--- config.mk ---
export PLATFORM = sky130hd
export DESIGN_NAME = multicycle_control
export DESIGN_NICKNAME = d
export VERILOG_FILES = /design/src/rtl/multicycle_control.sv
export SDC_FILE = /design/constraint.sdc
export NUM_CORES = 1
export LEC_CHECK = 0
export ABC_AREA = 1
export BUFFER_PORTS_ARGS = -buffer_cell sky130_fd_sc_hd__buf_4
export CORE_MARGIN = 1
export CORE_UTILIZATION = 38
export DETAILED_ROUTE_END_ITERATION = 10
export GPL_ROUTABILITY_DRIVEN = 0
export HOLD_SLACK_MARGIN = 0.03
export PLACE_DENSITY_LB_ADDON = 0.15
export SLEW_MARGIN = 40
export SYNTH_ARGS = -nofsm -noshare
export SYNTH_HDL_FRONTEND = slang
export SYNTH_SLANG_ARGS = --single-unit
export TNS_END_PERCENT = 100
--- constraint.sdc ---
create_clock -name clk -period 1.8 [get_ports clk]
set_input_delay 0.09 -clock clk [delete_from_list [all_inputs] [get_ports clk]]
set_output_delay 0.09 -clock clk [all_outputs]
set_load 0.01 [all_outputs]
--- src/rtl/multicycle_control.sv ---
// Main control FSM for the multi-cycle MIPS datapath (add, addi, lw, sw, beq, j, syscall).
// Moore outputs decode from the state; syscall I/O uses a req/ack handshake with an optional timeout.
module multicycle_control #(
  parameter int OP_W       = 6,
  parameter int FUNCT_W    = 6,
  parameter int DATA_W     = 32,
  parameter int IO_TIMEOUT = 0,
  parameter int TMO_W      = 16
) (
  input  logic               clk,
  input  logic               rst_n,
  input  logic [OP_W-1:0]    opcode,
  input  logic [FUNCT_W-1:0] funct,
  input  logic [DATA_W-1:0]  v0,
  input  logic               io_ack,
  output logic               pc_write,
  output logic               pc_write_cond,
  output logic               i_or_d,
  output logic               mem_read,
  output logic               mem_write,
  output logic               ir_write,
  output logic               reg_write,
  output logic [1:0]         reg_dst,
  output logic [1:0]         mem_to_reg,
  output logic               alu_src_a,
  output logic [1:0]         alu_src_b,
  output logic [1:0]         alu_op,
  output logic [1:0]         pc_source,
  output logic               io_req,
  output logic               io_dir,
  output logic               halted,
  output logic               illegal_op,
  output logic               io_timeout,
  output logic [3:0]         state
);

  typedef enum logic [3:0] {
    IDLE      = 4'd0,
    FETCH     = 4'd1,
    DECODE    = 4'd2,
    MEM_ADDR  = 4'd3,
    MEM_READ  = 4'd4,
    MEM_WB    = 4'd5,
    MEM_WRITE = 4'd6,
    R_EXEC    = 4'd7,
    R_WB      = 4'd8,
    BRANCH    = 4'd9,
    JUMP      = 4'd10,
    ADDI_EXEC = 4'd11,
    ADDI_WB   = 4'd12,
    SYS_IO    = 4'd13,
    SYS_WB    = 4'd14,
    HALT      = 4'd15
  } state_t;

  localparam logic [OP_W-1:0]    OP_RTYPE  = OP_W'(6'b000000);
  localparam logic [OP_W-1:0]    OP_LW     = OP_W'(6'b100011);
  localparam logic [OP_W-1:0]    OP_SW     = OP_W'(6'b101011);
  localparam logic [OP_W-1:0]    OP_BEQ    = OP_W'(6'b000100);
  localparam logic [OP_W-1:0]    OP_J      = OP_W'(6'b000010);
  localparam logic [OP_W-1:0]    OP_ADDI   = OP_W'(6'b001000);
  localparam logic [FUNCT_W-1:0] FN_ADD    = FUNCT_W'(6'b100000);
  localparam logic [FUNCT_W-1:0] FN_SYSCALL = FUNCT_W'(6'b001100);
  localparam logic [DATA_W-1:0]  SYS_READ  = DATA_W'(5);
  localparam logic [DATA_W-1:0]  SYS_PRINT = DATA_W'(1);
  localparam logic [DATA_W-1:0]  SYS_EXIT  = DATA_W'(10);

  localparam int                TMO_LAST_I = (IO_TIMEOUT > 0) ? IO_TIMEOUT - 1 : 0;
  localparam logic [TMO_W-1:0]  TMO_LAST   = TMO_LAST_I[TMO_W-1:0];

  state_t             state_q, state_d;
  logic               io_dir_q, io_dir_d;
  logic [TMO_W-1:0]   tmo_cnt_q, tmo_cnt_d;
  logic               illegal_q, illegal_d;
  logic               io_timeout_q, io_timeout_d;

  always_ff @(posedge clk or negedge rst_n) begin
    if (!rst_n) begin
      state_q      <= IDLE;
      io_dir_q     <= 1'b0;
      tmo_cnt_q    <= '0;
      illegal_q    <= 1'b0;
      io_timeout_q <= 1'b0;
    end else begin
      state_q      <= state_d;
      io_dir_q     <= io_dir_d;
      tmo_cnt_q    <= tmo_cnt_d;
      illegal_q    <= illegal_d;
      io_timeout_q <= io_timeout_d;
    end
  end

  always_comb begin
    state_d       = state_q;
    io_dir_d      = io_dir_q;
    tmo_cnt_d     = tmo_cnt_q;
    illegal_d     = illegal_q;
    io_timeout_d  = io_timeout_q;
    pc_write      = 1'b0;
    pc_write_cond = 1'b0;
    i_or_d        = 1'b0;
    mem_read      = 1'b0;
    mem_write     = 1'b0;
    ir_write      = 1'b0;
    reg_write     = 1'b0;
    reg_dst       = 2'd0;
    mem_to_reg    = 2'd0;
    alu_src_a     = 1'b0;
    alu_src_b     = 2'd0;
    alu_op        = 2'd0;
    pc_source     = 2'd0;
    io_req        = 1'b0;
    io_dir        = 1'b0;
    halted        = 1'b0;

    case (state_q)
      IDLE: state_d = FETCH;
      FETCH: begin
        mem_read  = 1'b1;
        ir_write  = 1'b1;
        pc_write  = 1'b1;
        alu_src_b = 2'd1;
        state_d   = DECODE;
      end
      DECODE: begin
        alu_src_b = 2'd3;
        if (opcode == OP_LW || opcode == OP_SW) begin
          state_d = MEM_ADDR;
        end else if (opcode == OP_BEQ) begin
          state_d = BRANCH;
        end else if (opcode == OP_J) begin
          state_d = JUMP;
        end else if (opcode == OP_ADDI) begin
          state_d = ADDI_EXEC;
        end else if (opcode == OP_RTYPE && funct == FN_ADD) begin
          state_d = R_EXEC;
        end else if (opcode == OP_RTYPE && funct == FN_SYSCALL) begin
          // Unknown syscall services are treated as no-ops, not as illegal.
          tmo_cnt_d = '0;
          if (v0 == SYS_READ) begin
            io_dir_d = 1'b1;
            state_d  = SYS_IO;
          end else if (v0 == SYS_PRINT) begin
            io_dir_d = 1'b0;
            state_d  = SYS_IO;
          end else if (v0 == SYS_EXIT) begin
            state_d = HALT;
          end else begin
            state_d = FETCH;
          end
        end else begin
          illegal_d = 1'b1;
          state_d   = FETCH;
        end
      end
      MEM_ADDR: begin
        alu_src_a = 1'b1;
        alu_src_b = 2'd2;
        state_d   = (opcode == OP_LW) ? MEM_READ : MEM_WRITE;
      end
      MEM_READ: begin
        mem_read = 1'b1;
        i_or_d   = 1'b1;
        state_d  = MEM_WB;
      end
      MEM_WB: begin
        reg_write  = 1'b1;
        mem_to_reg = 2'd1;
        state_d    = FETCH;
      end
      MEM_WRITE: begin
        mem_write = 1'b1;
        i_or_d    = 1'b1;
        state_d   = FETCH;
      end
      R_EXEC: begin
        alu_src_a = 1'b1;
        alu_op    = 2'd2;
        state_d   = R_WB;
      end
      R_WB: begin
        reg_write = 1'b1;
        reg_dst   = 2'd1;
        state_d   = FETCH;
      end
      BRANCH: begin
        alu_src_a     = 1'b1;
        alu_op        = 2'd1;
        pc_write_cond = 1'b1;
        pc_source     = 2'd1;
        state_d       = FETCH;
      end
      JUMP: begin
        pc_write  = 1'b1;
        pc_source = 2'd2;
        state_d   = FETCH;
      end
      ADDI_EXEC: begin
        alu_src_a = 1'b1;
        alu_src_b = 2'd2;
        state_d   = ADDI_WB;
      end
      ADDI_WB: begin
        reg_write = 1'b1;
        state_d   = FETCH;
      end
      SYS_IO: begin
        io_req = 1'b1;
        io_dir = io_dir_q;
        // An ack arriving on the final allowed cycle takes priority over the timeout.
        if (io_ack) begin
          state_d = io_dir_q ? SYS_WB : FETCH;
        end else if (IO_TIMEOUT > 0 && tmo_cnt_q == TMO_LAST) begin
          io_timeout_d = 1'b1;
          state_d      = FETCH;
        end else begin
          tmo_cnt_d = tmo_cnt_q + 1'b1;
        end
      end
      SYS_WB: begin
        reg_write  = 1'b1;
        reg_dst    = 2'd2;
        mem_to_reg = 2'd2;
        state_d    = FETCH;
      end
      HALT: begin
        halted  = 1'b1;
        state_d = HALT;
      end
      default: state_d = IDLE;
    endcase
  end

  assign illegal_op = illegal_q;
  assign io_timeout = io_timeout_q;
  assign state      = state_q;

endmodule

==> summary.txt <==
========================================================================================================
Run status                                                                                  complete, no violations
Worst-case vdd ir drop                                                                          0.528 mV
Cell area after technology mapping                                                             852 sq um
Area fraction of the dominant cell type after synthesis                                            19.4%
Endpoints failing hold                                                                                 0
Total CTS buffers                                                                                      3
Leak Pwr                                                                                        0.753 nW
Leading register cell type out of synthesis                                                      dfrtp_1
Count of input and output buffers                                                                     72
Post-layout instance count excluding filler cells                                                    254
Final worst path period share                                                                      87.3%
Distinct cell type count after synthesis                                                              24
Crit Path Max Fanout                                                                                   7
Number of buffers on the longest clock path                                                            2
Largest net degree at the start of global routing                                                     10
GRT Overall Usage                                                                                  22.0%
Type of the tightest min-delay check                                                           in -> reg
H-tree Lvls                                                                                            1
1st-pass router iterations                                                                             4
Post-layout worst setup margin                                                                  0.229 ns
Count of nets left with antenna violations after detail routing                                        0
Post-CTS clock slew at the launch and capture registers of the worst setup and hold paths        0.04 ns
Antenna fix cells                                                                                      0
DRC violations left                                                                                    0
#FFs+latches synth                                                                                     6
Wire length of the first global-routing pass                                                     4240 um
Via count of the first global-routing pass                                                          1162
Setup Buffers After CTS                                                                                0
Wire length reported by the detailed router                                                      2380 um
Overall die area                                                                              2440 sq um
CP Data Arrival Time                                                                             1.48 ns
Fill cell total of the finished layout                                                               186
Clock tree from TritonCTS                                                                            yes
Seq/Total Area, Yosys                                                                              17.6%
Starting utilization of the core area                                                              41.7%
Top cells by area in the synthesized netlist                                                nor2_1, dfrtp_1, nand2_1
Critical path class                                                                           reg -> out
Clock root buffer                                                                               clkbuf_4
Number of nets in the synthesized netlist                                                            203
Warnings, synthesis                                                                                    0
Critical path required time                                                                      1.71 ns
Highest clock rate                                                                               637 MHz
Fraction of layout cells with a size suffix above 1                                                41.4%
Top-count cell post-synth                                                                         nor2_1
DRC marker count from the first detailed-route iteration                                              28
Antenna violations before repair                                                                       0
Die span in y                                                                                    49.4 um
Hold-fix buffers at CTS                                                                                1
Post-synthesis cell count                                                                            156
Number of pins with negative max-slew slack in the final report                                        0
Number of synthesized flops with an enable pin                                                         0
Kind of end point of the critical path                                                       output port
Max capacitance violation total                                                                        0
Clock Sinks                                                                                            6
Post-route clock skew                                                                         0.00116 ns
Synth-to-Final Area Change                                                                         67.1%
RSZ-0062 raised after global routing                                                               false
Std-Cell Core Area                                                                            2040 sq um
Number of vias in the routed layout                                                                 1197
P per Cell Area                                                                              846 nW/um^2
Routed length per instance                                                                       9.38 um
Post-placement setup slack                                                                      0.359 ns
Post-synthesis cell type with the largest combined area                                           nor2_1
Overflow left after global routing                                                                     0
Final Setup Violations                                                                                 0
Number of cells after detailed placement                                                             250
Resized Gates After CTS                                                                                0
Clock insertion delay at the later pin of the skew report                                        0.24 ns
Nature of the critical path startpoint                                                          register
Core Rows                                                                                             16
Average footprint of a synthesized cell                                                       5.46 sq um
Commonest cells post-synth                                                                  nor2_1, nand2_1, inv_1, nand3_1
Top-level port count                                                                                  74
Via density per instance                                                                            4.71
Time the final worst path needs with I/O delays and setup                                        1.57 ns
Setup TNS                                                                                           0 ns
Horizontal die dimension                                                                         49.4 um
HPWL Detailed                                                                                    2140 um
Async set or reset register ratio after synthesis                                                   100%
Final nets                                                                                           276
========================================================================================================
## layout make-up
class	count	area [sq um]	share of cell area, %
well taps	27	33.8	2.37
multi-input cells	122	581	40.8
clock buffers	3	22.5	1.58
flip-flops and latches	6	150	10.5
repair buffers	73	551	38.7
inverters	23	86.3	6.06
## metal layers
layer  part of all wire, %  global-route usage (%)  vias to the layer above  wire length (um)
met5                     0                       0                        -                 0
met4                   1.7                    6.86                        0                41
met3                   5.2                    5.92                        8               125
met2                    54                    42.7                       44              1290
met1                    39                    22.1                      514               923
li1                      -                       -                      631                 -
## power breakdown
group          internal [mW]  leakage (nW)  switching, mW
clock                 0.0753        0.0138         0.0469
sequential             0.173        0.0737         0.0678
combinational          0.393         0.665          0.449
total                  0.641         0.753          0.564
## logic make-up (layout without fill, tap and decap cells)
| family | count (synthesis) | in the layout | synth area share, % |
|---|---|---|---|
| AOI/OAI and AO/OA | 17 | 17 | 12.0 |
| buffers and inverters | 28 | 99 | 14.2 |
| DFF | 6 | 6 | 17.6 |
| other | 1 | 1 | 0.440 |
| and+or+nand+nor | 104 | 104 | 55.7 |
## critical path, cell delays in order, from the launching register on
cell     delay, ns
dfrtp_1       0.46
inv_2         0.11
nand2_1       0.15
nor2_2        0.18
inv_2         0.06
nor2_1        0.13
buf_4         0.15
## state kept, by name (all words and copies together) (netlist names)
| signal | count |
|---|---|
| io_dir_q | 1 |
| state | 4 |
| illegal_op | 1 |
## metrics by stage
| step | util (%) | cell area (sq um) | total power, mW | hold slack (ns) |
|---|---|---|---|---|
| after global placement | 68.1 | 1390 | 1.07 | -0.102 |
| after detailed placement | 68.1 | 1390 | 1.08 | -0.102 |
| after floorplan | - | 852 | 0.703 | -0.206 |
| after global routing | 69.7 | 1420 | 1.32 | 0.143 |
| final | 69.7 | 1420 | 1.20 | 0.119 |
| after CTS | 69.7 | 1420 | 1.21 | 0.117 |
## path summary, 6_finish.rpt
| check | start | to | slack, ns | depth (start not counted) |
|---|---|---|---|---|
| worst max register to register | state[3]$_DFFE_PN0P_ | io_dir_q$_DFFE_PN0P_ | 0.33 | 8 |
| worst min register to register | io_dir_q$_DFFE_PN0P_ | io_dir_q$_DFFE_PN0P_ | 0.50 | 2 |
| worst max-delay path | state[1]$_DFFE_PN0P_ | io_dir | 0.23 | 6 |
| max in group asynchronous | rst_n | state[0]$_DFFE_PN0P_ | 1.50 | 2 |
| min in group asynchronous | rst_n | io_dir_q$_DFFE_PN0P_ | 0.19 | 2 |
| worst min-delay path | io_ack | state[1]$_DFFE_PN0P_ | 0.12 | 3 |
## placed cells by master (no fill, tap or decap)
master	instances
nor2_2	5
nor2_1	44
o22ai_1	1
or2_1	1
o21ai_1	1
and2_0	1
nor3_1	2
conb_1	1
dlygate4sd3_1	1
nand2_1	26
buf_4	72
inv_2	4
nand2_2	6
dfrtp_1	6
o31ai_1	1
clkbuf_4	3
a21oi_1	4
a31o_2	1
nand3_1	13
nand3b_1	2
nand4_1	1
nor2_4	3
inv_1	19
a211oi_1	4
o21ai_0	5
Note: power is estimated with default switching activity, not from simulation.
